===== src/rtl/inst_fetch.sv =====
`default_nettype none
// ============================================================================
// Module   : inst_fetch
// Brief    : PC holder and req/ack instruction fetcher feeding the decoder;
//            resolves sequential / branch / jump next-PC from J, B and zero.
// Revision : 1.0 - initial release
// ============================================================================
module inst_fetch #(
   parameter logic [31:0] RESET_PC     = 32'h0000_0000,
   parameter int unsigned IMEM_TIMEOUT = 16
) (
   input  logic        clk,
   input  logic        rst_n,
   input  logic        J,
   input  logic        B,
   input  logic        zero,
   input  logic        stall,
   output logic        imem_req,
   output logic [31:0] imem_addr,
   input  logic        imem_ack,
   input  logic [31:0] imem_rdata,
   output logic [31:0] instr,
   output logic [5:0]  opCode,
   output logic        instr_valid,
   output logic [31:0] pc,
   output logic [31:0] pc_plus4,
   output logic        fetch_err
);

   localparam int unsigned c_CNT_W = $clog2(IMEM_TIMEOUT + 1);
   localparam logic [c_CNT_W-1:0] c_TIMEOUT      = c_CNT_W'(IMEM_TIMEOUT);
   localparam logic [c_CNT_W-1:0] c_TIMEOUT_LAST = c_CNT_W'(IMEM_TIMEOUT - 1);
   localparam logic [c_CNT_W-1:0] c_CNT_ONE      = c_CNT_W'(1);

   typedef enum logic [1:0] {
      S_IDLE  = 2'd0,
      S_FETCH = 2'd1,
      S_ISSUE = 2'd2
   } state_t;

   state_t              r_state;
   state_t              w_stateNext;
   logic [31:0]         r_pc;
   logic [31:0]         r_instr;
   logic [c_CNT_W-1:0]  r_waitCnt;
   logic                r_fetchErr;

   logic                w_imemReq;
   logic                w_instrValid;
   logic                w_capture;
   logic                w_advance;
   logic [31:0]         w_pcPlus4;
   logic [31:0]         w_jumpTarget;
   logic [31:0]         w_brOffset;
   logic [31:0]         w_branchTarget;
   logic [31:0]         w_nextPc;

   // ------------------------------------------------------------------------
   // Control FSM
   // ------------------------------------------------------------------------
   always_ff @(posedge clk or negedge rst_n) begin
      if (!rst_n) begin
         r_state <= S_IDLE;
      end else begin
         r_state <= w_stateNext;
      end
   end

   always_comb begin
      w_stateNext  = r_state;
      w_imemReq    = 1'b0;
      w_instrValid = 1'b0;
      w_capture    = 1'b0;
      w_advance    = 1'b0;
      case (r_state)
         S_IDLE: begin
            w_stateNext = S_FETCH;
         end
         S_FETCH: begin
            w_imemReq = 1'b1;
            if (imem_ack) begin
               w_capture   = 1'b1;
               w_stateNext = S_ISSUE;
            end
         end
         S_ISSUE: begin
            w_instrValid = 1'b1;
            if (!stall) begin
               w_advance   = 1'b1;
               w_stateNext = S_FETCH;
            end
         end
         default: begin
            w_stateNext = S_IDLE;
         end
      endcase
   end

   // ------------------------------------------------------------------------
   // Next-PC resolution: jump beats taken branch beats sequential
   // ------------------------------------------------------------------------
   assign w_pcPlus4      = r_pc + 32'd4;
   assign w_jumpTarget   = {w_pcPlus4[31:28], r_instr[25:0], 2'b00};
   assign w_brOffset     = {{14{r_instr[15]}}, r_instr[15:0], 2'b00};
   assign w_branchTarget = w_pcPlus4 + w_brOffset;

   // Comparing against 1'b1 makes an unknown J/B fall through to sequential
   always_comb begin
      w_nextPc = w_pcPlus4;
      if (J == 1'b1) begin
         w_nextPc = w_jumpTarget;
      end else if ((B == 1'b1) && (zero == 1'b1)) begin
         w_nextPc = w_branchTarget;
      end
   end

   // ------------------------------------------------------------------------
   // PC and instruction registers
   // ------------------------------------------------------------------------
   always_ff @(posedge clk or negedge rst_n) begin
      if (!rst_n) begin
         r_pc    <= {RESET_PC[31:2], 2'b00};
         r_instr <= 32'h0000_0000;
      end else begin
         if (w_capture) begin
            r_instr <= imem_rdata;
         end
         if (w_advance) begin
            r_pc <= {w_nextPc[31:2], 2'b00};
         end
      end
   end

   // ------------------------------------------------------------------------
   // Fetch timeout: saturating wait counter, sticky error flag
   // ------------------------------------------------------------------------
   always_ff @(posedge clk or negedge rst_n) begin
      if (!rst_n) begin
         r_waitCnt  <= '0;
         r_fetchErr <= 1'b0;
      end else if (r_state == S_FETCH) begin
         if (imem_ack) begin
            r_waitCnt <= '0;
         end else begin
            if (r_waitCnt != c_TIMEOUT) begin
               r_waitCnt <= r_waitCnt + c_CNT_ONE;
            end
            if (r_waitCnt >= c_TIMEOUT_LAST) begin
               r_fetchErr <= 1'b1;
            end
         end
      end
   end

   assign imem_req    = w_imemReq;
   assign imem_addr   = r_pc;
   assign pc          = r_pc;
   assign pc_plus4    = w_pcPlus4;
   assign instr       = r_instr;
   assign opCode      = r_instr[31:26];
   assign instr_valid = w_instrValid;
   assign fetch_err   = r_fetchErr;

endmodule
`default_nettype wire


===== config.mk =====
export PLATFORM = sky130hd
export DESIGN_NAME = inst_fetch
export DESIGN_NICKNAME = d
export VERILOG_FILES = /design/src/rtl/inst_fetch.sv
export SDC_FILE = /design/constraint.sdc
export NUM_CORES = 1
export LEC_CHECK = 0
export ABC_AREA = 1
export CAP_MARGIN = 30
export CELL_PAD_IN_SITES_DETAIL_PLACEMENT = 1
export CELL_PAD_IN_SITES_GLOBAL_PLACEMENT = 2
export CORE_MARGIN = 2
export CORE_UTILIZATION = 26
export CTS_BUF_LIST = sky130_fd_sc_hd__clkbuf_2
export DETAILED_ROUTE_END_ITERATION = 6
export GPL_TIMING_DRIVEN = 1
export PLACE_DENSITY = 0.83
export SLEW_MARGIN = 15
export SYNTH_ARGS = -nofsm -noshare
export SYNTH_HDL_FRONTEND = slang
export SYNTH_SLANG_ARGS = --single-unit

===== constraint.sdc =====
create_clock -name clk -period 3.45 [get_ports clk]
set_clock_uncertainty 0.1 [all_clocks]
set_input_delay 0.345 -clock clk [delete_from_list [all_inputs] [get_ports clk]]
set_output_delay 0.345 -clock clk [all_outputs]
set_load 0.01 [all_outputs]

-- Word level (Yosys, flattened, before mapping)
Cells that the tools add are included.
- word-level logic and storage cells: 34
- output and inout port bits: 137
- flip-flop bits (word level): 70
- input port bits: 39
- bitwise logic cells: 1
- add/sub/neg operators: 3
- mux-type cells: 13
- order comparisons: 1
- reduce and logical (&&, ||, !) cells: 6
- equality and inequality tests: 5
- operators by type and width (kind ; count):
    2-to-1 mux 32 bit ; 2
    adder 32 x 3 -> 32 bit, second input constant ; 1
    adder 32 bit ; 1
    2-to-1 mux 5 bit ; 2
    2-to-1 mux 1 bit ; 6
    case mux 2 bit (3 select lines) ; 1
    adder 5 x 1 -> 5 bit, second input constant ; 1
    greater-or-equal comparator 5 x 4 -> 1 bit, second input constant ; 1
    != test 5 bit, second input constant ; 1
    2-to-1 mux 2 bit ; 2
    != test 2 bit, second input constant ; 2
    AND reduction 2 bit ; 2
    AND reduction 3 bit ; 1
    equality test 2 x 1 -> 1 bit, second input constant ; 1
    equality test 2 bit, second input constant ; 1
    logical NOT 2 bit ; 1
    nonzero test 2 bit ; 1
    logical AND 1 bit ; 1
    NOT 1 bit ; 1

-- Depth between registers and ports, before layout
Gate-level depths: netlist (run 1).
- depth after elaboration: 4
- mapped depth: 23
- depth with buffers taken out: 23

-- Worst setup path after synthesis (run 1)
Ideal clock, no wire load.
- kind: register to register
- start: register r_pc[2], in the netlist imem_addr[2]
- end: register r_pc[25], in the netlist imem_addr[25]
- setup slack: 0.615 ns
- setup time: 0.116 ns
- stages on the path, launching flop included: 17
- data required time: 3.234 ns
- arrival: 2.619 ns
- period minus slack after synthesis: 2.835 ns
- path buffers: 0
- path through: dfrtp_1 > ha_1 > nand3_2 > nor2_2 > nand4_1 > xor2_1 > inv_1 > ha_1 > nand2_1 > nor2_1 > inv_1 > nor3_1 > nand3_1 > nand4_1 > nand3_1 > nand2_1 > nand2_1
- cells in the longest elaborated chain, start to end: 4
- ends and longest elaborated chain (item ; RTL line ; RTL):
    from (decl) ; 43 ; logic [31:0] r_pc;
    from (signal assigned) ; 122 ; r_pc <= {RESET_PC[31:2], 2'b00};
    from (signal assigned) ; 129 ; r_pc <= {w_nextPc[31:2], 2'b00};
    adder 32 x 3 -> 32 bit ; 102 ; assign w_pcPlus4 = r_pc + 32'd4;
    named net pc_plus4[14] ; 26 ; output logic [31:0] pc_plus4,
    adder 32 bit ; 105 ; assign w_branchTarget = w_pcPlus4 + w_brOffset;
    2-to-1 mux 32 bit ; 112 ; end else if ((B == 1'b1) && (zero == 1'b1)) begin
    2-to-1 mux 32 bit ; 110 ; if (J == 1'b1) begin
The timed path passes the listed nets, and every way through them passes these cells.
A chain may end at the register's enable or synchronous reset.

-- Worst setup path in the final report (run 1)
- start: register r_pc[8], in the netlist imem_addr[8]
- end: register r_pc[27], in the netlist imem_addr[27]
- cells in the longest elaborated chain, start to end: 4
- ends and longest elaborated chain (item ; RTL line):
    adder 32 x 3 -> 32 bit * ; 102
    adder 32 bit ; 105
    2-to-1 mux 32 bit * ; 112
    2-to-1 mux 32 bit * ; 110
Every way passes the cells marked *; elsewhere a longest branch is shown, timed or not.

==> report_table.html, run 1 <==
<table>
<tr><th>Metric</th><th>Value</th></tr>
<tr><th colspan="2">Floorplan</th></tr>
<tr><td>Overall die area</td><td>between 20000 and 30000 um^2</td></tr>
<tr><td>Width of the die</td><td>approximately 160 um</td></tr>
<tr><td>Core area</td><td>25000 um^2</td></tr>
<tr><td>Number of top-level design ports</td><td>~180</td></tr>
<tr><td>Initial Util</td><td>26.3%</td></tr>
<tr><td>Height of the die</td><td>163 um</td></tr>
<tr><td>Row count</td><td>58</td></tr>
<tr><th colspan="2">Synth</th></tr>
<tr><td>Share of cell area taken by muxes after synthesis</td><td>0%</td></tr>
<tr><td>Post-synthesis sequential area ratio</td><td>26.6%</td></tr>
<tr><td>Simple-Gate Fraction of Synth Area</td><td>around 36%</td></tr>
<tr><td>XOR/XNOR share of the synthesized area</td><td>2.37%</td></tr>
<tr><td>Post-synthesis average cell area</td><td>roughly 6.3 um^2</td></tr>
<tr><td>Cell variety after synth</td><td>50</td></tr>
<tr><td>Area of the mapped netlist</td><td>around 6600 um^2</td></tr>
<tr><td>Compound-cell area share of the yosys netlist</td><td>11.4%</td></tr>
<tr><td>Main combinational cell family by area after synthesis</td><td>simple AND/OR/NAND/NOR gates</td></tr>
<tr><td>Cells after synthesis</td><td>~1100</td></tr>
<tr><td>Async SR Flop Fraction</td><td>100%</td></tr>
<tr><td>Warnings from Yosys</td><td>0</td></tr>
<tr><td>Flops &amp; latches, synth</td><td>70</td></tr>
<tr><td>Number of flops mapped to enable cells by yosys</td><td>0</td></tr>
<tr><td>Area share of fa/ha/maj cells after synthesis</td><td>under 10%</td></tr>
<tr><td>Top flip-flop cell by instance count after synthesis</td><td>dfrtp_1</td></tr>
<tr><th colspan="2">Global route</th></tr>
<tr><td>Maximum number of pins on one net before global-route repair</td><td>45</td></tr>
<tr><td>First-pass GRT wire length</td><td>approximately 43000 um</td></tr>
<tr><td>Remaining Overflow, GRT</td><td>0</td></tr>
<tr><td>Number of antenna violations at the first check in global routing</td><td>1</td></tr>
<tr><td>Number of global-route vias before repair</td><td>between 7000 and 8000</td></tr>
<tr><td>Aggregate global-route resource usage</td><td>about a fifth</td></tr>
<tr><th colspan="2">Run</th></tr>
<tr><td>Max cap viols</td><td>0</td></tr>
<tr><th colspan="2">Place</th></tr>
<tr><td>Cell count after placement</td><td>approximately 1500</td></tr>
<tr><td>Routability cong.</td><td>~0.90</td></tr>
<tr><td>Area after DPL</td><td>8570 um^2</td></tr>
<tr><td>Total of buffers placed on input and output ports</td><td>169</td></tr>
<tr><td>Post-DP HPWL</td><td>between 20000 and 25000 um</td></tr>
<tr><th colspan="2">CTS</th></tr>
<tr><td>Clk Latency, worst-skew pair</td><td>610 ps</td></tr>
<tr><td>Clk Tree Root Cell</td><td>clkbuf_2</td></tr>
<tr><td>Number of H-tree levels</td><td>3</td></tr>
<tr><td>Num Clock Sinks</td><td>70</td></tr>
<tr><td>Number of clock buffers inserted by TritonCTS</td><td>9</td></tr>
<tr><td>Buffer levels on the longest clock path</td><td>2</td></tr>
<tr><td>Clk slew on worst S/H paths</td><td>approximately 260 ps</td></tr>
<tr><td>CTS tree</td><td>done</td></tr>
<tr><th colspan="2">Layout</th></tr>
<tr><td>Fin util</td><td>a little over a third</td></tr>
<tr><td>Final std cells w/o fill</td><td>1557</td></tr>
<tr><td>Share of cells above drive strength 1</td><td>11.3%</td></tr>
<tr><td>Number of nets in the final layout</td><td>1300</td></tr>
<tr><td>Layout overhead on the synthesized area</td><td>36.7%</td></tr>
<tr><td>Final Instance Area</td><td>~9000 um^2</td></tr>
<tr><th colspan="2">STA</th></tr>
<tr><td>Final Max Tran Viols</td><td>0</td></tr>
<tr><td>Slew at the pin closest to its max-slew limit</td><td>~730 ps</td></tr>
<tr><td>Slew HR</td><td>between 50 and 60%</td></tr>
<tr><td>Maximum clock frequency</td><td>~300 MHz</td></tr>
<tr><td>Clock period minus final worst setup slack</td><td>between 3000 and 4000 ps</td></tr>
<tr><td>Period Utilization, post-route</td><td>between 90% and 100%</td></tr>
<tr><td>Number of hold-slack violations in the final timing report</td><td>0</td></tr>
<tr><td>Number of setup violations in the final report</td><td>0</td></tr>
<tr><th colspan="2">Worst setup path</th></tr>
<tr><td>Slowest-stage cell, CP</td><td>dfrtp_2</td></tr>
<tr><td>Cell chain of the critical path</td><td>inv_1 -&gt; nor3_4 -&gt; nand2_1 -&gt; nor3_2 -&gt; nand2_1 -&gt; nand2_1 -&gt; nand2_1 -&gt; inv_1 -&gt; ha_1 -&gt; buf_4 -&gt; nand2_1 -&gt; nand2_1 -&gt; nand2_1 -&gt; nand2_1 -&gt; o21bai_1 -&gt; a21oi_1 -&gt; nand2_1 -&gt; nand2_1 -&gt; nand3_1 -&gt; nand2_1 -&gt; nand2_1</td></tr>
<tr><td>Required time at the endpoint of the critical path</td><td>3860 ps</td></tr>
<tr><td>Startpoint types</td><td>flop</td></tr>
<tr><td>CP endpoint kind</td><td>flop</td></tr>
<tr><td>Critical Path Fanout Max</td><td>4</td></tr>
<tr><td>WP data arrival</td><td>3700 ps</td></tr>
<tr><td>Classification of the worst setup path</td><td>reg2reg</td></tr>
<tr><td>Reg-to-reg setup timing slack</td><td>160 ps</td></tr>
<tr><td>Longest individual stage delay on the worst path</td><td>480 ps</td></tr>
<tr><td>Cell with the most instances on the worst path</td><td>nand2_1</td></tr>
<tr><th colspan="2">Power</th></tr>
<tr><td>Final total power</td><td>9.26 mW</td></tr>
<tr><td>Maximum vdd ir drop</td><td>around 0.00031 V</td></tr>
<tr><td>Cell leakage power</td><td>about 4.6 nW</td></tr>
<tr><td>Power per cell area</td><td>1030 nW/um^2</td></tr>
<tr><th colspan="2">Drt</th></tr>
<tr><td>Mean number of vias per cell</td><td>4.68</td></tr>
<tr><td>Number of vias after detailed routing</td><td>between 7000 and 8000</td></tr>
<tr><td>Detailed Route WL</td><td>approximately 28000 um</td></tr>
<tr><td>DRC errors left</td><td>0</td></tr>
<tr><td>Detail-routed net length per standard cell</td><td>~18 um</td></tr>
<tr><td>Remaining antenna violation count</td><td>0</td></tr>
<tr><td>Length of the first detailed-routing pass in iterations</td><td>4</td></tr>
<tr><td>Iteration-0 DRC count of the detailed router</td><td>roughly 350</td></tr>
<tr><th colspan="2">Outcome</th></tr>
<tr><td>Result of the run</td><td>finished clean</td></tr>
<tr><th colspan="2">Hold path</th></tr>
<tr><td>Hold Crit Class</td><td>in2async</td></tr>
</table>
placed cells by master (no fill, tap or decap), types with 3 or more instances in the layout:
cell | netlist | routed
a21oi_1 | 62 | 56
a21oi_2 | 0 | 6
buf_4 | 43 | 41
clkbuf_2 | 0 | 9
clkdlybuf4s50_1 | 0 | 167
conb_1 | 1 | 6
dfrtp_1 | 70 | 58
dfrtp_2 | 0 | 12
ha_1 | 39 | 36
ha_4 | 0 | 3
inv_1 | 160 | 159
inv_2 | 3 | 4
nand2_1 | 385 | 380
nand2_2 | 6 | 11
nand3_1 | 63 | 60
nand3_2 | 2 | 5
nand3b_1 | 3 | 3
nand4_1 | 8 | 8
nor2_1 | 59 | 52
nor2_2 | 6 | 9
nor2_4 | 2 | 6
nor3_1 | 21 | 14
nor3_2 | 1 | 7
o21ai_0 | 45 | 42
o21ai_1 | 0 | 3
o21bai_1 | 12 | 12
xor2_1 | 14 | 10
xor2_2 | 0 | 4
final cells by class:
cell class                      count  area, um^2
Antenna cell                        1        2.50
Clock inverter                      7        81.3
Multi-Input combinational cell    765        4040
Sequential cell                    70        1770
Tap cell                          330         413
Inverter                          163         612
Fill cell                        3226       16000
Clock buffer                        9        45.0
Timing Repair Buffer              212        2060
logic make-up (layout without fill, tap and decap cells):
kind of cell    count (synthesis)  in the layout
compound gates                135            135
xor+xnor                       17             17
fa+ha+maj                      40             40
buf+inv                       224            391
flops                          70             70
other cells                     1              7
simple gates                  567            567
layer usage:
layer	GRT usage (%)	up-vias	wire, um	share of wire, %
met4	5.47	0	573	2.1
met1	29.1	3499	13100	48
met2	34.6	160	12900	47
li1	-	3590	-	-
met3	2.89	33	1010	3.7
met5	0	-	0	0
where the power goes:
part	leakage (nW)	switching (mW)	total [mW]	internal (mW)
clock	0.0788	0.385	0.565	0.180
sequential	0.845	0.528	1.73	1.20
combinational	3.64	4.03	6.97	2.94
synth_stat cells, types with 3 or more instances:
cell type | number | share of area (%)
a21oi_1 | 62 | 4.7
buf_4 | 43 | 4.9
clkbuf_1 | 12 | 0.68
dfrtp_1 | 70 | 27
ha_1 | 39 | 7.4
inv_1 | 160 | 9.1
inv_2 | 3 | 0.17
nand2_1 | 385 | 22
nand2_2 | 6 | 0.57
nand3_1 | 63 | 4.8
nand3b_1 | 3 | 0.34
nand4_1 | 8 | 0.76
nor2_1 | 59 | 3.4
nor2_2 | 6 | 0.57
nor3_1 | 21 | 1.6
o21ai_0 | 45 | 3.4
o21bai_1 | 12 | 1.4
xor2_1 | 14 | 1.9
state kept, by name, indices dropped and copies added (netlist names):
| register | count |
|---|---|
| fetch_err | 1 |
| imem_addr | 30 |
| instr | 32 |
| r_waitCnt | 5 |
| r_state | 2 |
critical path, delay by kind of cell, from the launching register on:
| kind | cells | cell delay (ps) |
|---|---|---|
| AOI/OAI and AO/OA | 2 | 350 |
| adders and majority gates | 1 | 280 |
| buffers and inverters | 3 | 480 |
| DFF | 1 | 480 |
| and+or+nand+nor | 15 | 1500 |
final timing paths:
kind / from / cells after the start / to
setup / recovery: imem_addr[8]$_DFFE_PN0P_ / 21 / imem_addr[27]$_DFFE_PN0P_
hold / removal: rst_n / 2 / instr[2]$_DFFE_PN0P_
setup reg to reg: imem_addr[8]$_DFFE_PN0P_ / 21 / imem_addr[27]$_DFFE_PN0P_
hold reg to reg: r_state[0]$_DFFE_PN0P_ / 1 / r_state[0]$_DFFE_PN0P_
max in group asynchronous: rst_n / 3 / imem_addr[19]$_DFFE_PN0P_
min in group clk: imem_rdata[31] / 3 / instr[31]$_DFFE_PN0P_
per-stage QoR:
stage	setup WS [ps]	TNS (ps)	hold slack, ps
6_report	157	0	54.8
3_3_place_gp	-309	-598	375
5_1_grt	-4.79	-4.79	39.6
2_1_floorplan	615	0	-50.6
4_1_cts	-2.99	-2.99	31.9
3_5_place_dp	-270	-593	210
repair_timing:
action,in CTS,in global routing
resized for setup,9,50
hold endpoints to repair,70,0
endpoints found under the setup margin,8,32
hold buffers,1,0
setup buffers,1,7
pin swaps,2,7
No activity file was read; power rests on OpenSTA's default activity.
==> run 2, diff against run 1 <==
--- a/config.mk
+++ b/config.mk
@@ -9,6 +9,7 @@
 export CAP_MARGIN = 30
 export CELL_PAD_IN_SITES_DETAIL_PLACEMENT = 1
 export CELL_PAD_IN_SITES_GLOBAL_PLACEMENT = 2
+export CORE_ASPECT_RATIO = 0.5
 export CORE_MARGIN = 2
 export CORE_UTILIZATION = 26
 export CTS_BUF_LIST = sky130_fd_sc_hd__clkbuf_2
==> run 2 against run 1 <==
Clock power decreased by 18%. Count of clock-buffer cells in the layout did not move. Sequential cell count stayed put. Non-clock buffer count is 14 higher. First-iteration DRC count increased by 13%. Critical path depth shrank 12. Sequential power about the same. Critical path type is now reg2out. Largest cell class unchanged.
==> report_table.html, run 2 (synthesis gave the netlist of run 1 again) <==
<table>
<tr><th>Metric</th><th>Value</th></tr>
<tr><th colspan="2">Outcome</th></tr>
<tr><td>Result of the run</td><td>finished clean (unchanged)</td></tr>
<tr><th colspan="2">STA</th></tr>
<tr><td>Setup repair after global routing missed its margin</td><td>true</td></tr>
<tr><td>Final Max Tran Viols</td><td>0 (unchanged)</td></tr>
<tr><td>Number of setup violations in the final report</td><td>0 (unchanged)</td></tr>
<tr><td>Slew at the pin closest to its max-slew limit</td><td>869 ps (was 727 ps)</td></tr>
<tr><td>Slew HR</td><td>42.1% (was 51.4%)</td></tr>
<tr><td>Maximum clock frequency</td><td>304 MHz (about the same)</td></tr>
<tr><td>Setup TNS Final</td><td>0 ps (unchanged)</td></tr>
<tr><td>Number of hold-slack violations in the final timing report</td><td>0 (unchanged)</td></tr>
<tr><td>Clock period minus final worst setup slack</td><td>3290 ps (about the same)</td></tr>
<tr><td>Period Utilization, post-route</td><td>95.2% (was 95.5%)</td></tr>
<tr><td>Minimum setup slack in the final design</td><td>164 ps (was 157 ps)</td></tr>
<tr><th colspan="2">Layout</th></tr>
<tr><td>Number of nets in the final layout</td><td>1314 (was 1300)</td></tr>
<tr><td>Count of filler cells inserted in the layout</td><td>3229 (was 3226)</td></tr>
<tr><td>Max reg flops</td><td>32 (unchanged)</td></tr>
<tr><td>Share of cells above drive strength 1</td><td>11.7% (was 11.3%)</td></tr>
<tr><td>Layout overhead on the synthesized area</td><td>37.0% (was 36.7%)</td></tr>
<tr><td>Most frequent standard cell in the layout excluding fill and tap cells</td><td>nand2_1 (unchanged)</td></tr>
<tr><td>Most frequent cells in the layout</td><td>379 x nand2_1, 166 x clkdlybuf4s50_1, 157 x inv_1 (was 380 x nand2_1, 167 x clkdlybuf4s50_1, 159 x inv_1)</td></tr>
<tr><th colspan="2">Worst setup path</th></tr>
<tr><td>Endpoint of the most critical register-to-register path</td><td>imem_addr[26]$_DFFE_PN0P_ (was imem_addr[27]$_DFFE_PN0P_)</td></tr>
<tr><td>Critical Path End</td><td>pc_plus4[25] (was imem_addr[27]$_DFFE_PN0P_)</td></tr>
<tr><td>Required time at the endpoint of the critical path</td><td>3000 ps (was 3860 ps)</td></tr>
<tr><td>Setup crit start</td><td>imem_addr[13]$_DFFE_PN0P_ (was imem_addr[8]$_DFFE_PN0P_)</td></tr>
<tr><td>Classification of the worst setup path</td><td>reg2out (was reg2reg)</td></tr>
<tr><td>Critical Path Fanout Max</td><td>5 (was 4)</td></tr>
<tr><td>CP endpoint kind</td><td>primary output (was flop)</td></tr>
<tr><td>WP data arrival</td><td>2840 ps (was 3700 ps)</td></tr>
<tr><td>Length in cells of the worst reg-to-reg path</td><td>18 (was 21)</td></tr>
<tr><td>Startpoint types</td><td>flop (unchanged)</td></tr>
<tr><td>Reg-to-reg setup timing slack</td><td>220 ps (was 160 ps)</td></tr>
<tr><td>Critical R2R Launch</td><td>imem_addr[13]$_DFFE_PN0P_ (was imem_addr[8]$_DFFE_PN0P_)</td></tr>
<tr><th colspan="2">Place</th></tr>
<tr><td>Place WS</td><td>-176 ps (was -270 ps)</td></tr>
<tr><td>Total of buffers placed on input and output ports</td><td>169 (unchanged)</td></tr>
<tr><td>Post-DP HPWL</td><td>23600 um (was 22300 um)</td></tr>
<tr><td>Routability cong.</td><td>0.921 (was 0.895)</td></tr>
<tr><th colspan="2">CTS</th></tr>
<tr><td>Clk Tree Root Cell</td><td>clkbuf_2 (unchanged)</td></tr>
<tr><td>CTS tree</td><td>done (unchanged)</td></tr>
<tr><td>Num Clock Sinks</td><td>70 (unchanged)</td></tr>
<tr><td>Number of H-tree levels</td><td>3 (unchanged)</td></tr>
<tr><td>Clk Latency, worst-skew pair</td><td>640 ps (was 610 ps)</td></tr>
<tr><td>Buffer levels on the longest clock path</td><td>2 (unchanged)</td></tr>
<tr><td>Clk slew on worst S/H paths</td><td>230 ps (was 260 ps)</td></tr>
<tr><td>Number of clock buffers inserted by TritonCTS</td><td>9 (unchanged)</td></tr>
<tr><th colspan="2">Drt</th></tr>
<tr><td>Length of the first detailed-routing pass in iterations</td><td>5 (was 4)</td></tr>
<tr><td>Mean number of vias per cell</td><td>4.72 (was 4.68)</td></tr>
<tr><td>Detail-routed net length per standard cell</td><td>18.5 um (was 17.8 um)</td></tr>
<tr><td>Detailed Route WL</td><td>29300 um (was 27600 um)</td></tr>
<tr><td>Remaining antenna violation count</td><td>0 (unchanged)</td></tr>
<tr><td>Iteration-0 DRC count of the detailed router</td><td>400 (was 353)</td></tr>
<tr><td>DRC errors left</td><td>0 (unchanged)</td></tr>
<tr><td>Number of vias after detailed routing</td><td>7481 (was 7282)</td></tr>
<tr><th colspan="2">Run</th></tr>
<tr><td>Max cap viols</td><td>0 (unchanged)</td></tr>
<tr><th colspan="2">Power</th></tr>
<tr><td>Power per cell area</td><td>1030 nW/um^2 (about the same)</td></tr>
<tr><td>Maximum vdd ir drop</td><td>0.000312 V (was 0.000314 V)</td></tr>
<tr><td>Cell leakage power</td><td>4.60 nW (was 4.56 nW)</td></tr>
<tr><td>Final total power</td><td>9.35 mW (was 9.26 mW)</td></tr>
<tr><th colspan="2">Global route</th></tr>
<tr><td>First-pass GRT wire length</td><td>44100 um (was 42900 um)</td></tr>
<tr><td>Number of global-route vias before repair</td><td>7567 (was 7444)</td></tr>
<tr><td>Remaining Overflow, GRT</td><td>0 (unchanged)</td></tr>
<tr><td>Number of antenna violations at the first check in global routing</td><td>1 (unchanged)</td></tr>
<tr><td>Maximum number of pins on one net before global-route repair</td><td>53 (was 45)</td></tr>
<tr><td>Aggregate global-route resource usage</td><td>21.7% (was 21.1%)</td></tr>
<tr><th colspan="2">Floorplan</th></tr>
<tr><td>Overall die area</td><td>26700 um^2 (about the same)</td></tr>
<tr><td>Initial Util</td><td>26.3% (about the same)</td></tr>
<tr><td>Core area</td><td>25100 um^2 (was 25000 um^2)</td></tr>
<tr><td>Row count</td><td>41 (was 58)</td></tr>
<tr><td>Number of top-level design ports</td><td>176 (unchanged)</td></tr>
<tr><td>Width of the die</td><td>229 um (was 163 um)</td></tr>
<tr><td>Height of the die</td><td>117 um (was 163 um)</td></tr>
<tr><th colspan="2">Hold path</th></tr>
<tr><td>Hold Crit Class</td><td>in2reg (was in2async)</td></tr>
<tr><td>Startpoint of the most critical hold path</td><td>imem_rdata[26]</td></tr>
</table>
run 2: changes by cell type in the layout (fill, tap and decap cells not counted), sizes merged:
cell,before,now
dlygate4sd3,1,3
clkinvlp,0,1
inv,166,163
buf,43,55
clkdlybuf4s50,167,166
clkinv,3,5
dlymetal6s2s,1,2
bufinv,1,0
run 2: what timing repair did:
action,4_1_cts,5_1_grt
hold buffers,3,0
setup buffers,2,17
pin swaps,1,4
gates resized for setup,9,44
endpoints found under the setup margin,18,29
endpoints found under the hold margin,70,0
run 2: stage by stage:
stage / instance area, um^2 / instances / hold slack (ps) / utilization (%)
after detailed placement: 8600 / 1546 / 188 / 34.3
final: 9040 / 1584 / 101 / 36.0
after global placement: 8580 / 1545 / 366 / 34.2
after floorplan: 6620 / 1059 / -50.6 / -
after CTS: 8770 / 1566 / 73.1 / 34.9
after global routing: 9040 / 1584 / 48.8 / 36.0
run 2: how the worst min path moves through the flow:
| stage | slack [ps] | depth (start not counted) | end |
|---|---|---|---|
| 2_1_floorplan | -50 | 0 | fetch_err$_DFFE_PN0P_ |
| 3_3_place_gp | 370 | 1 | fetch_err$_DFFE_PN0P_ |
| 3_5_place_dp | 190 | 1 | imem_addr[27]$_DFFE_PN0P_ |
| 4_1_cts | 70 | 3 | instr[26]$_DFFE_PN0P_ |
| 5_1_grt | 50 | 3 | instr[26]$_DFFE_PN0P_ |
| 6_report | 100 | 3 | instr[26]$_DFFE_PN0P_ |
run 2: area by class of cell:
| type | count | area [um^2] | area share, % |
|---|---|---|---|
| diodes | 1 | 2.50 | 0.0277 |
| clock buffers | 9 | 45.0 | 0.498 |
| clock inverters | 6 | 40.0 | 0.443 |
| inverters | 163 | 612 | 6.77 |
| multi-input cells | 765 | 3990 | 44.2 |
| flip-flops and latches | 70 | 1770 | 19.5 |
| well taps | 344 | 430 | 4.76 |
| repair buffers | 226 | 2150 | 23.8 |
run 2: metal layers:
| layer | global-route usage, % | up-vias | routed length [um] |
|---|---|---|---|
| met3 | 3.59 | 27 | 1270 |
| met1 | 29.7 | 3679 | 14000 |
| met4 | 5.58 | 0 | 482 |
| met2 | 35.9 | 155 | 13500 |
| met5 | 0 | - | 0 |
| li1 | - | 3620 | - |
run 2: where the power goes:
group / switching (mW) / internal (mW) / leakage, nW
Sequential: 0.546 / 1.20 / 0.847
Clock: 0.372 / 0.0897 / 0.0575
Combinational: 4.18 / 2.96 / 3.70
Total: 5.10 / 4.25 / 4.60
run 2: critical path: stages (launching register included):
cell,delay (ps)
dfrtp_2,480
nand2_1,150
nor2_1,200
nand2_4,90
nor2_8,130
nand3_4,130
nor2_1,120
nand2_1,70
nand2_1,240
clkdlybuf4s50_1,600
==> run 3, diff against run 2 <==
--- a/config.mk
+++ b/config.mk
@@ -16,7 +16,7 @@
 export DETAILED_ROUTE_END_ITERATION = 6
 export GPL_TIMING_DRIVEN = 1
 export PLACE_DENSITY = 0.83
-export SLEW_MARGIN = 15
+export SLEW_MARGIN = 20
 export SYNTH_ARGS = -nofsm -noshare
 export SYNTH_HDL_FRONTEND = slang
 export SYNTH_SLANG_ARGS = --single-unit
==> run 3 against run 2 <==
Non-clock buffer count rose by 2. Sequential power hardly changed. Combinational power increased by 0.7%. Wire length grew 0.82%.
==> report_table.html, run 3 (synthesis gave the netlist of run 1 again) <==
<table>
<tr><th>Metric</th><th>Value</th></tr>
<tr><th colspan="2">Outcome</th></tr>
<tr><td>Result of the run</td><td>finished clean (unchanged)</td></tr>
<tr><th colspan="2">Floorplan</th></tr>
<tr><td>Row count</td><td>41 (unchanged)</td></tr>
<tr><td>Width of the die</td><td>229 um (unchanged)</td></tr>
<tr><td>Number of top-level design ports</td><td>176 (unchanged)</td></tr>
<tr><td>Initial Util</td><td>26.3% (unchanged)</td></tr>
<tr><td>Core area</td><td>25100 um^2 (unchanged)</td></tr>
<tr><td>Height of the die</td><td>117 um (unchanged)</td></tr>
<tr><td>Overall die area</td><td>26700 um^2 (unchanged)</td></tr>
<tr><th colspan="2">CTS</th></tr>
<tr><td>Clk Tree Root Cell</td><td>clkbuf_2 (unchanged)</td></tr>
<tr><td>Clk slew on worst S/H paths</td><td>260 ps (was 230 ps)</td></tr>
<tr><td>Num Clock Sinks</td><td>70 (unchanged)</td></tr>
<tr><td>Number of clock buffers inserted by TritonCTS</td><td>9 (unchanged)</td></tr>
<tr><td>Clk Latency, worst-skew pair</td><td>660 ps (was 640 ps)</td></tr>
<tr><td>Buffer levels on the longest clock path</td><td>2 (unchanged)</td></tr>
<tr><td>Number of H-tree levels</td><td>3 (unchanged)</td></tr>
<tr><td>CTS tree</td><td>done (unchanged)</td></tr>
<tr><th colspan="2">Worst setup path</th></tr>
<tr><td>Family with the most delay on the worst path</td><td>simple AND/OR/NAND/NOR gates (unchanged)</td></tr>
<tr><td>Required time at the endpoint of the critical path</td><td>3940 ps (was 3000 ps)</td></tr>
<tr><td>Startpoint types</td><td>flop (unchanged)</td></tr>
<tr><td>WP data arrival</td><td>3800 ps (was 2840 ps)</td></tr>
<tr><td>Length in cells of the worst reg-to-reg path</td><td>16 (was 18)</td></tr>
<tr><td>Number of stages on the worst setup path</td><td>16 (was 9)</td></tr>
<tr><td>Critical Path Fanout Max</td><td>5 (unchanged)</td></tr>
<tr><td>CP endpoint kind</td><td>flop (was primary output)</td></tr>
<tr><td>Classification of the worst setup path</td><td>reg2reg (was reg2out)</td></tr>
<tr><td>Cell with the most instances on the worst path</td><td>inv_1 (was nand2_1)</td></tr>
<tr><td>Longest individual stage delay on the worst path</td><td>430 ps (was 600 ps)</td></tr>
<tr><td>Slowest-stage cell, CP</td><td>dfrtp_1 (was clkdlybuf4s50_1)</td></tr>
<tr><td>Count of buffering cells on the critical path with inverters included</td><td>5 (was 1)</td></tr>
<tr><td>Cell chain of the critical path</td><td>buf_4 -&gt; inv_1 -&gt; nor2_2 -&gt; and3_1 -&gt; xor2_1 -&gt; inv_1 -&gt; ha_1 -&gt; nand2_1 -&gt; inv_1 -&gt; a21oi_1 -&gt; nand3_1 -&gt; buf_4 -&gt; a21oi_1 -&gt; nor2_1 -&gt; o21ai_0 -&gt; nand2_1 (was nand2_1 -&gt; nor2_1 -&gt; nand2_4 -&gt; nor2_8 -&gt; nand3_4 -&gt; nor2_1 -&gt; nand2_1 -&gt; nand2_1 -&gt; clkdlybuf4s50_1)</td></tr>
<tr><th colspan="2">Global route</th></tr>
<tr><td>Remaining Overflow, GRT</td><td>0 (unchanged)</td></tr>
<tr><td>Number of global-route vias before repair</td><td>7676 (was 7567)</td></tr>
<tr><td>Aggregate global-route resource usage</td><td>21.9% (was 21.7%)</td></tr>
<tr><td>Number of antenna violations at the first check in global routing</td><td>1 (unchanged)</td></tr>
<tr><td>Maximum number of pins on one net before global-route repair</td><td>52 (was 53)</td></tr>
<tr><td>First-pass GRT wire length</td><td>44300 um (was 44100 um)</td></tr>
<tr><th colspan="2">Layout</th></tr>
<tr><td>Max reg flops</td><td>32 (unchanged)</td></tr>
<tr><td>Final Instance Area</td><td>9120 um^2 (was 9040 um^2)</td></tr>
<tr><td>Most frequent cells in the layout</td><td>378 x nand2_1, 166 x clkdlybuf4s50_1, 155 x inv_1 (was 379 x nand2_1, 166 x clkdlybuf4s50_1, 157 x inv_1)</td></tr>
<tr><td>Sequential cell area</td><td>1770 um^2 (about the same)</td></tr>
<tr><td>Share of cells above drive strength 1</td><td>12.4% (was 11.7%)</td></tr>
<tr><td>Most frequent standard cell in the layout excluding fill and tap cells</td><td>nand2_1 (unchanged)</td></tr>
<tr><td>Number of nets in the final layout</td><td>1316 (was 1314)</td></tr>
<tr><td>Combined area of the multi-input logic cells</td><td>4000 um^2 (was 3990 um^2)</td></tr>
<tr><td>Count of filler cells inserted in the layout</td><td>3222 (was 3229)</td></tr>
<tr><td>Layout overhead on the synthesized area</td><td>38.2% (was 37.0%)</td></tr>
<tr><td>Final std cells w/o fill</td><td>1587 (was 1584)</td></tr>
<tr><td>Fin util</td><td>36.4% (was 36.0%)</td></tr>
<tr><th colspan="2">Place</th></tr>
<tr><td>Cell count after placement</td><td>1546 (unchanged)</td></tr>
<tr><td>Area after DPL</td><td>8600 um^2 (unchanged)</td></tr>
<tr><td>Post-DP HPWL</td><td>23500 um (was 23600 um)</td></tr>
<tr><td>Routability cong.</td><td>0.921 (unchanged)</td></tr>
<tr><td>Total of buffers placed on input and output ports</td><td>169 (unchanged)</td></tr>
<tr><td>Place WS</td><td>-177 ps (was -176 ps)</td></tr>
<tr><th colspan="2">Drt</th></tr>
<tr><td>Length of the first detailed-routing pass in iterations</td><td>5 (unchanged)</td></tr>
<tr><td>DRC errors left</td><td>0 (unchanged)</td></tr>
<tr><td>Remaining antenna violation count</td><td>0 (unchanged)</td></tr>
<tr><td>Mean number of vias per cell</td><td>4.71 (was 4.72)</td></tr>
<tr><td>Number of vias after detailed routing</td><td>7479 (was 7481)</td></tr>
<tr><td>Detail-routed net length per standard cell</td><td>18.6 um (was 18.5 um)</td></tr>
<tr><td>Detailed Route WL</td><td>29500 um (was 29300 um)</td></tr>
<tr><td>Iteration-0 DRC count of the detailed router</td><td>442 (was 400)</td></tr>
<tr><th colspan="2">STA</th></tr>
<tr><td>Maximum clock frequency</td><td>302 MHz (was 304 MHz)</td></tr>
<tr><td>Final Max Tran Viols</td><td>0 (unchanged)</td></tr>
<tr><td>Slew at the pin closest to its max-slew limit</td><td>846 ps (was 869 ps)</td></tr>
<tr><td>Setup repair after global routing missed its margin</td><td>true (unchanged)</td></tr>
<tr><td>Minimum setup slack in the final design</td><td>141 ps (was 164 ps)</td></tr>
<tr><td>Slew HR</td><td>43.4% (was 42.1%)</td></tr>
<tr><td>Number of hold-slack violations in the final timing report</td><td>0 (unchanged)</td></tr>
<tr><td>Clock period minus final worst setup slack</td><td>3310 ps (was 3290 ps)</td></tr>
<tr><td>Period Utilization, post-route</td><td>95.9% (was 95.2%)</td></tr>
<tr><td>Number of setup violations in the final report</td><td>0 (unchanged)</td></tr>
<tr><th colspan="2">Power</th></tr>
<tr><td>Final total power</td><td>9.55 mW (was 9.35 mW)</td></tr>
<tr><td>Maximum vdd ir drop</td><td>0.000318 V (was 0.000312 V)</td></tr>
<tr><td>Combinational fraction of design power</td><td>75.3% (was 76.4%)</td></tr>
<tr><td>Cell leakage power</td><td>4.63 nW (was 4.60 nW)</td></tr>
<tr><td>Power per cell area</td><td>1050 nW/um^2 (was 1030 nW/um^2)</td></tr>
<tr><td>Internal power consumption</td><td>4.42 mW (was 4.25 mW)</td></tr>
<tr><td>Switching power of the nets</td><td>5.13 mW (was 5.10 mW)</td></tr>
<tr><td>Clock network fraction of design power</td><td>6.6% (was 4.9%)</td></tr>
<tr><td>Fraction of power spent switching nets</td><td>53.8% (was 54.6%)</td></tr>
<tr><td>Relative contribution of sequential cells to total power</td><td>18.1% (was 18.7%)</td></tr>
<tr><th colspan="2">Hold path</th></tr>
<tr><td>Hold Crit Class</td><td>in2reg (unchanged)</td></tr>
<tr><td>Instance count along the most critical hold path</td><td>3 (unchanged)</td></tr>
<tr><th colspan="2">Run</th></tr>
<tr><td>Max cap viols</td><td>0 (unchanged)</td></tr>
</table>
run 3: cell count changes in the layout (fill, tap and decap cells not counted), sizes merged:
cell	previous run	this run
buf	55	57
clkinv	5	3
bufinv	0	2
inv	163	165
clkinvlp	1	0
run 3: worst min-delay path: cells and delay by family:
kind / cells / cell delay [ps]
simple gates: 2 / 120
buf+inv: 1 / 400
run 3: cell type report:
cell class | count | share of cell area [%]
multi-input combinational | 765 | 43.9
timing repair buffer | 228 | 23.7
sequential | 70 | 19.4
inverter | 163 | 6.71
tap | 344 | 4.72
clock inverter | 7 | 1.04
clock buffer | 9 | 0.494
antenna | 1 | 0.0274
run 3: layer usage:
layer / vias to the layer above / global-route usage (%) / wire length, um
li1: 3615 / - / -
met1: 3668 / 28.8 / 13600
met2: 158 / 36.8 / 13700
met3: 38 / 4.81 / 1670
met4: 0 / 5.50 / 453
met5: - / 0 / 0
run 3: worst paths after layout:
kind,from,to,slack (ps)
setup / recovery,imem_addr[2]$_DFFE_PN0P_,imem_addr[18]$_DFFE_PN0P_,140
hold / removal,imem_rdata[4],instr[4]$_DFFE_PN0P_,90
setup reg to reg,imem_addr[2]$_DFFE_PN0P_,imem_addr[18]$_DFFE_PN0P_,140
hold reg to reg,fetch_err$_DFFE_PN0P_,fetch_err$_DFFE_PN0P_,410
max in group asynchronous,rst_n,imem_addr[24]$_DFFE_PN0P_,1230
min in group asynchronous,rst_n,instr[10]$_DFFE_PN0P_,490
run 3: stage by stage:
stage / hold WS [ps] / TNS [ps]
after global routing: 56.5 / -432
after detailed placement: 193 / -355
after global placement: 366 / -325
after floorplan: -50.6 / 0
final: 94.0 / 0
after CTS: 48.7 / 0
run 3: what timing repair did:
action / 4_1_cts / 5_1_grt
hold endpoints to repair: 70 / 0
resized for setup: 9 / 52
pin swaps: 1 / 5
setup endpoints to repair: 21 / 30
buffers inserted: 3 / 18
hold buffers: 3 / 0
run 3: power by group through the flow:
| stage | combinational [mW] | clock [mW] | sequential, mW |
|---|---|---|---|
| after floorplan | 3.65 | 0 | 1.78 |
| after global placement | 6.61 | 0 | 1.77 |
| after detailed placement | 6.74 | 0 | 1.78 |
| after CTS | 6.84 | 0.648 | 1.76 |
| after global routing | 7.91 | 0.677 | 1.78 |
| final | 7.19 | 0.633 | 1.73 |
